--- src/rtl/baud_pkg.sv ---
// Shared constants, state encoding and helpers for the baud-rate controller.
package baud_pkg;

    localparam int unsigned DIV_W          = 20;
    localparam int unsigned MODE_W         = 4;
    localparam int unsigned BAUD_MODE_MAX  = 11;
    localparam int unsigned BAUD_MODE_9600 = 4;

    typedef enum logic [1:0] {
        ST_IDLE = 2'd0,
        ST_RUN  = 2'd1,
        ST_PEND = 2'd2
    } state_t;

    // True when the mode code maps to a real divisor.
    function automatic logic mode_ok(input logic [MODE_W-1:0] m);
        return m <= MODE_W'(BAUD_MODE_MAX);
    endfunction

endpackage

--- src/rtl/baud_ctrl_if.sv ---
// Configuration handshake and bit-timing strobes between UART datapath and baud_ctrl.
interface baud_ctrl_if;
    import baud_pkg::*;

    logic              en;
    logic              cfg_valid;
    logic [MODE_W-1:0] cfg_mode;
    logic              cfg_ready;
    logic              cfg_err;
    logic              phase_rst;
    logic [MODE_W-1:0] cur_mode;
    logic              tick;
    logic              half_tick;

    modport master (
        output en, cfg_valid, cfg_mode, phase_rst,
        input  cfg_ready, cfg_err, cur_mode, tick, half_tick
    );

    modport slave (
        input  en, cfg_valid, cfg_mode, phase_rst,
        output cfg_ready, cfg_err, cur_mode, tick, half_tick
    );

endinterface

--- src/rtl/baud_dec.sv ---
// Mode code to clk-cycles-per-bit divisor at 100 MHz (300 .. 921600 baud).
module baud_dec
    import baud_pkg::*;
(
    input  logic [MODE_W-1:0] mode,
    output logic [DIV_W-1:0]  baud_rate
);

    // Combinational lookup; unused codes fall back to 9600 baud.
    always_comb begin
        baud_rate = 20'd10417;
        unique case (mode)
            4'd0:    baud_rate = 20'd333333;
            4'd1:    baud_rate = 20'd83333;
            4'd2:    baud_rate = 20'd41667;
            4'd3:    baud_rate = 20'd20833;
            4'd4:    baud_rate = 20'd10417;
            4'd5:    baud_rate = 20'd5208;
            4'd6:    baud_rate = 20'd2604;
            4'd7:    baud_rate = 20'd1736;
            4'd8:    baud_rate = 20'd868;
            4'd9:    baud_rate = 20'd434;
            4'd10:   baud_rate = 20'd217;
            4'd11:   baud_rate = 20'd109;
            default: baud_rate = 20'd10417;
        endcase
    end

endmodule

--- src/rtl/baud_ctrl.sv ---
// Baud-rate controller: holds the active mode, defers mode changes to a bit
// boundary while running, and generates tick / half_tick strobes.
module baud_ctrl
    import baud_pkg::*;
#(
    parameter int unsigned RESET_MODE = BAUD_MODE_9600
) (
    input  logic       clk,
    input  logic       reset,
    baud_ctrl_if.slave bus
);

    state_t            state_q, state_d;
    logic [DIV_W-1:0]  cnt_q, cnt_d;
    logic [MODE_W-1:0] cur_mode_q, cur_mode_d;
    logic [MODE_W-1:0] pend_mode_q, pend_mode_d;
    logic              cfg_ready_q;
    logic              cfg_err_q;
    logic              tick_q;
    logic              half_tick_q;

    logic [DIV_W-1:0]  div;
    logic              running_c;
    logic              wrap_c;
    logic              tick_cond_c;
    logic              half_cond_c;
    logic              accept_c;
    logic              acc_ok_c;

    baud_dec u_dec (
        .mode      (cur_mode_q),
        .baud_rate (div)
    );

    // Strobe conditions and handshake decode from the current count and state.
    always_comb begin
        running_c   = (state_q != ST_IDLE);
        wrap_c      = (cnt_q == div - DIV_W'(1));
        tick_cond_c = running_c && !bus.phase_rst && wrap_c;
        half_cond_c = running_c && (cnt_q == (div >> 1) - DIV_W'(1));
        accept_c    = bus.cfg_valid && cfg_ready_q;
        acc_ok_c    = accept_c && mode_ok(bus.cfg_mode);
    end

    // Next state, counter and mode selection; en beats phase_rst beats mode switch.
    always_comb begin
        state_d     = state_q;
        cnt_d       = cnt_q;
        cur_mode_d  = cur_mode_q;
        pend_mode_d = pend_mode_q;
        unique case (state_q)
            ST_IDLE: begin
                cnt_d = '0;
                if (acc_ok_c) cur_mode_d = bus.cfg_mode;
                if (bus.en)   state_d    = ST_RUN;
            end
            ST_RUN: begin
                cnt_d = wrap_c ? '0 : cnt_q + DIV_W'(1);
                if (!bus.en) begin
                    state_d = ST_IDLE;
                    cnt_d   = '0;
                    if (acc_ok_c) cur_mode_d = bus.cfg_mode;
                end else begin
                    if (bus.phase_rst) cnt_d = '0;
                    if (acc_ok_c) begin
                        pend_mode_d = bus.cfg_mode;
                        state_d     = ST_PEND;
                    end
                end
            end
            ST_PEND: begin
                cnt_d = wrap_c ? '0 : cnt_q + DIV_W'(1);
                if (!bus.en) begin
                    state_d    = ST_IDLE;
                    cnt_d      = '0;
                    cur_mode_d = pend_mode_q;
                end else if (bus.phase_rst || tick_cond_c) begin
                    state_d    = ST_RUN;
                    cnt_d      = '0;
                    cur_mode_d = pend_mode_q;
                end
            end
            default: begin
                state_d = ST_IDLE;
                cnt_d   = '0;
            end
        endcase
    end

    // State, counter, mode registers and registered outputs.
    always_ff @(posedge clk) begin
        if (reset) begin
            state_q     <= ST_IDLE;
            cnt_q       <= '0;
            cur_mode_q  <= MODE_W'(RESET_MODE);
            pend_mode_q <= MODE_W'(RESET_MODE);
            cfg_ready_q <= 1'b1;
            cfg_err_q   <= 1'b0;
            tick_q      <= 1'b0;
            half_tick_q <= 1'b0;
        end else begin
            state_q     <= state_d;
            cnt_q       <= cnt_d;
            cur_mode_q  <= cur_mode_d;
            pend_mode_q <= pend_mode_d;
            cfg_ready_q <= (state_d != ST_PEND);
            cfg_err_q   <= accept_c && !mode_ok(bus.cfg_mode);
            tick_q      <= tick_cond_c;
            half_tick_q <= half_cond_c;
        end
    end

    assign bus.cfg_ready = cfg_ready_q;
    assign bus.cfg_err   = cfg_err_q;
    assign bus.cur_mode  = cur_mode_q;
    assign bus.tick      = tick_q;
    assign bus.half_tick = half_tick_q;

endmodule

--- src/flat_wrapper.sv ---
// flat-port wrapper written by rule: the top's interface ports become plain ports
module baud_ctrl_flat import baud_pkg::*;
#(
    parameter int unsigned RESET_MODE = BAUD_MODE_9600
)
  (clk, reset, bus_en, bus_cfg_valid, bus_cfg_mode, bus_phase_rst, bus_cfg_ready, bus_cfg_err, bus_cur_mode, bus_tick, bus_half_tick);
  baud_ctrl_if bus_i ();
  input  logic clk;
  input  logic reset;
  input wire logic [$bits(bus_i.en)-1:0] bus_en;
  input wire logic [$bits(bus_i.cfg_valid)-1:0] bus_cfg_valid;
  input wire logic [$bits(bus_i.cfg_mode)-1:0] bus_cfg_mode;
  input wire logic [$bits(bus_i.phase_rst)-1:0] bus_phase_rst;
  output wire logic [$bits(bus_i.cfg_ready)-1:0] bus_cfg_ready;
  output wire logic [$bits(bus_i.cfg_err)-1:0] bus_cfg_err;
  output wire logic [$bits(bus_i.cur_mode)-1:0] bus_cur_mode;
  output wire logic [$bits(bus_i.tick)-1:0] bus_tick;
  output wire logic [$bits(bus_i.half_tick)-1:0] bus_half_tick;
  assign bus_i.en = bus_en;
  assign bus_i.cfg_valid = bus_cfg_valid;
  assign bus_i.cfg_mode = bus_cfg_mode;
  assign bus_i.phase_rst = bus_phase_rst;
  assign bus_cfg_ready = bus_i.cfg_ready;
  assign bus_cfg_err = bus_i.cfg_err;
  assign bus_cur_mode = bus_i.cur_mode;
  assign bus_tick = bus_i.tick;
  assign bus_half_tick = bus_i.half_tick;
  baud_ctrl #(.RESET_MODE(RESET_MODE)) u_core (.clk(clk), .reset(reset), .bus(bus_i));
endmodule
--- config.mk ---
export PLATFORM = sky130hd
export DESIGN_NAME = baud_ctrl_flat
export DESIGN_NICKNAME = d
export VERILOG_FILES = /design/src/rtl/baud_pkg.sv /design/src/rtl/baud_ctrl_if.sv /design/src/rtl/baud_dec.sv /design/src/rtl/baud_ctrl.sv /design/src/flat_wrapper.sv
export SDC_FILE = /design/constraint.sdc
export NUM_CORES = 1
export LEC_CHECK = 0
export ABC_AREA = 1
export CORE_UTILIZATION = 43
export CTS_BUF_LIST = sky130_fd_sc_hd__clkbuf_4 sky130_fd_sc_hd__clkbuf_8
export DETAILED_ROUTE_END_ITERATION = 6
export GPL_TIMING_DRIVEN = 0
export PLACE_DENSITY = 0.63
export SLEW_MARGIN = 20
export SYNTH_ARGS = -nofsm -noshare
export SYNTH_HDL_FRONTEND = slang
export SYNTH_SLANG_ARGS = --single-unit
--- constraint.sdc ---
create_clock -name clk -period 3.1 [get_ports clk]
set_input_delay 0.62 -clock clk [delete_from_list [all_inputs] [get_ports clk]]
set_output_delay 0.62 -clock clk [all_outputs]
set_load 0.02 [all_outputs]
==> results of run 1 <==
-- logic make-up after synthesis --
kind of cell	synth area share [%]
DFF	26.6
and+or+nand+nor	41.9
AOI/OAI and AO/OA	8.16
buffers and inverters	9.56
xor gates and xnor gates	9.63
adders and majority gates	4.16
-- cell usage after synthesis (9+ instances only) --
cell	instances	share of area, %
nand2_1	162	16
dfxtp_1	52	27
inv_1	71	6.8
o21ai_0	16	2.0
a21oi_1	14	1.8
nand3_1	34	4.3
ha_1	13	4.2
nor3_1	17	2.2
xor2_1	28	6.3
nor2_1	71	6.8
xnor2_1	15	3.4
nor2_2	9	1.4
-- critical path: stages, from the launching register on --
cell	delay [ns]
dfxtp_4	0.37
inv_1	0.17
ha_4	0.20
nand2_4	0.10
nor2_8	0.17
nand3_1	0.11
nand3_1	0.15
nand2_1	0.08
inv_2	0.04
nand2_1	0.05
nor2_2	0.18
nand3_4	0.13
nand3_4	0.12
nand2_4	0.09
nand2_2	0.12
nand3_4	0.15
buf_4	0.18
ha_1	0.21
nand3_2	0.12
nand2_1	0.07
-- area by class of cell --
class | count | area (µm²)
Tap cell | 108 | 135
Inverter | 80 | 307
Fill cell | 874 | 4280
Clock inverter | 1 | 30.0
Sequential cell | 52 | 1050
Buffer | 10 | 71.3
Timing Repair Buffer | 22 | 205
Clock buffer | 7 | 96.3
Multi-Input combinational cell | 454 | 2590
-- registers in the layout, indices dropped and copies added (netlist names), 2 cells and up --
register                flops
u_core.bus.cur_mode         4
u_core.u_dec.baud_rate     18
u_core.cnt_q               20
u_core.pend_mode_q          4
u_core.state_q              2
-- how the worst min path moves through the flow --
stage                                            start                            endpoint  slack [ns]  depth (start not counted)
global placement    u_core.pend_mode_q[2]$_SDFFE_PP1P_  u_core.pend_mode_q[2]$_SDFFE_PP1P_        0.45                          2
detailed placement  u_core.pend_mode_q[2]$_SDFFE_PP1P_  u_core.pend_mode_q[2]$_SDFFE_PP1P_        0.45                          2
floorplan           u_core.pend_mode_q[2]$_SDFFE_PP1P_  u_core.pend_mode_q[2]$_SDFFE_PP1P_        0.43                          2
CTS                 u_core.pend_mode_q[1]$_SDFFE_PP0P_  u_core.pend_mode_q[1]$_SDFFE_PP0P_        0.47                          2
global route        u_core.pend_mode_q[1]$_SDFFE_PP0P_  u_core.pend_mode_q[1]$_SDFFE_PP0P_        0.49                          2
finish              u_core.pend_mode_q[1]$_SDFFE_PP0P_  u_core.pend_mode_q[1]$_SDFFE_PP0P_        0.47                          2
-- routing by layer --
metal | up-vias | track usage [%] | share of wire [%]
met1 | 1718 | 29.1 | 49
li1 | 1949 | - | -
met2 | 68 | 34.1 | 45
met4 | 0 | 8.71 | 2.5
met5 | - | 0 | 0
met3 | 17 | 2.16 | 3.0
-- what timing repair did --
item	CTS	global route
cloned	0	0
endpoints found under the setup margin	7	22
pin swaps	0	4
resized for setup	12	15
buffers inserted	3	3
-- metrics by stage --
stage	setup slack [ns]	instance area, µm²	hold slack (ns)
after floorplan	0.436	3910	0.429
after global placement	-0.0957	4210	0.446
after detailed placement	-0.118	4210	0.453
after CTS	0.0541	4400	0.472
after global routing	0.000489	4480	0.489
final	0.190	4480	0.469
-- power groups by stage --
stage	Combinational [mW]	Clock (mW)	Sequential, mW
after floorplan	0.541	0	0.800
after global placement	0.684	0	0.817
after detailed placement	0.695	0	0.817
after CTS	0.715	0.514	0.802
after global routing	0.836	0.538	0.814
final	0.746	0.493	0.806
==> metrics, run 1 <==
run status finished, final reports clean; post-synthesis cell area 0.00391 mm²; Clk Latency, worst-skew pair 0.30 ns; worst r2r src u_core.u_dec.baud_rate[0]$_DFF_P_; mean post-synth cell area 6.56 µm²; # DRC 0; commonest non-fill, non-tap cell in the layout nand2_1; Die X 97.4 µm; Via density 5.11; Antenna Violating Nets Remaining 0; area delta synth->final 14.6%; Initial Util 44.6%; overall die area 0.00948 mm²; r2r setup slk 0.19 ns; maximum buffer depth of the clock tree 2; peak supply drop 309 µV; Seq/Total Area, Yosys 26.6%; Boundary Pins 17; row cnt 34; Hold Path Class reg2reg; period utilization 93.9%; fmax 344 MHz; switching share of power 36.9%; Final TNS setup 0 ns; Post-synth EDFFs 0; 1st-iter DRT viols 185; Post-Layout Cell Count 734; cts hold-fix bufs 0; Crit Path Max Fanout 7; Yosys cell types 44; Logic pwr share 36.5%; TritonRoute pass-1 iters 4; Primary FF master, synth dfxtp_1; Final Power 2.05 mW; critical path arrival 3.10 ns; DP HPWL 8.00 mm; Critical Path RT 3.29 ns; Reg2Reg Depth 19; setup violators final 0; Routed WL 9.82 mm; unrepaired setup endpoints after global routing false; Sequential Power Share 39.4%; Nets 647; headroom to the max-slew limit 41.3%; All-Layer GR Usage 21.3%; first-pass GRT wire length 16.2 mm; clock network power share 24.1%; largest net degree at the start of global routing 16; Tightest Pin Transition 0.873 ns; Final Hold Vio Count 0; Util after Layout 51.2%; Final Max Slew Viols 0; Gate Count Post-Synth 596; PD cells 456 mW/mm²; Mapped Nets 618; sw power 0.754 mW; initial antenna violation count 0; ys async rst share 0%; crit path from u_core.u_dec.baud_rate[0]$_DFF_P_; CTS tree built; Crit. End Element register; synthesis warning total 0; Max Cap Viol 0; H-tree depth 2; Leak Pwr 1.95 nW; Congestion Overflow GR 0; Final min period 2.91 ns; share of cells above drive strength 1 13.3%; Core Area 0.00876 mm²; final clock skew 0.00967 ns; n_diodes 0; Port Buffer Count 16; RR Endpoint u_core.u_dec.baud_rate[1]$_DFF_P_; via count 3,752; Worst Setup EP u_core.u_dec.baud_rate[1]$_DFF_P_; Avg WL per Cell 13.4 µm; clock slew at reported path FFs 0.09 ns; commonest non-fill, non-tap cells in the layout nand2_1 (160), inv_1 (68), nor2_1 (68); gpl congestion 0.980; Setup CP Type reg2reg; # clock sinks 52; CTS Buf Count 5; vias in the first global route 3,438; Post-Place Cells 720; die height 97.4 µm; CTS Root Cell clkbuf_8; startpoint types register; Int Pwr 1.29 mW; number of synthesized register bits 52
Power figures use the tool's default switching activity.
==> run 2: changes to the inputs <==
--- a/config.mk
+++ b/config.mk
@@ -6,6 +6,7 @@
 export NUM_CORES = 1
 export LEC_CHECK = 0
 export ABC_AREA = 1
+export ABC_CLOCK_PERIOD_IN_PS = 3100
 export CORE_UTILIZATION = 43
 export CTS_BUF_LIST = sky130_fd_sc_hd__clkbuf_4 sky130_fd_sc_hd__clkbuf_8
 export DETAILED_ROUTE_END_ITERATION = 6
==> results of run 2 <==
Final layout, timing and power as in run 1 (identical DEF).
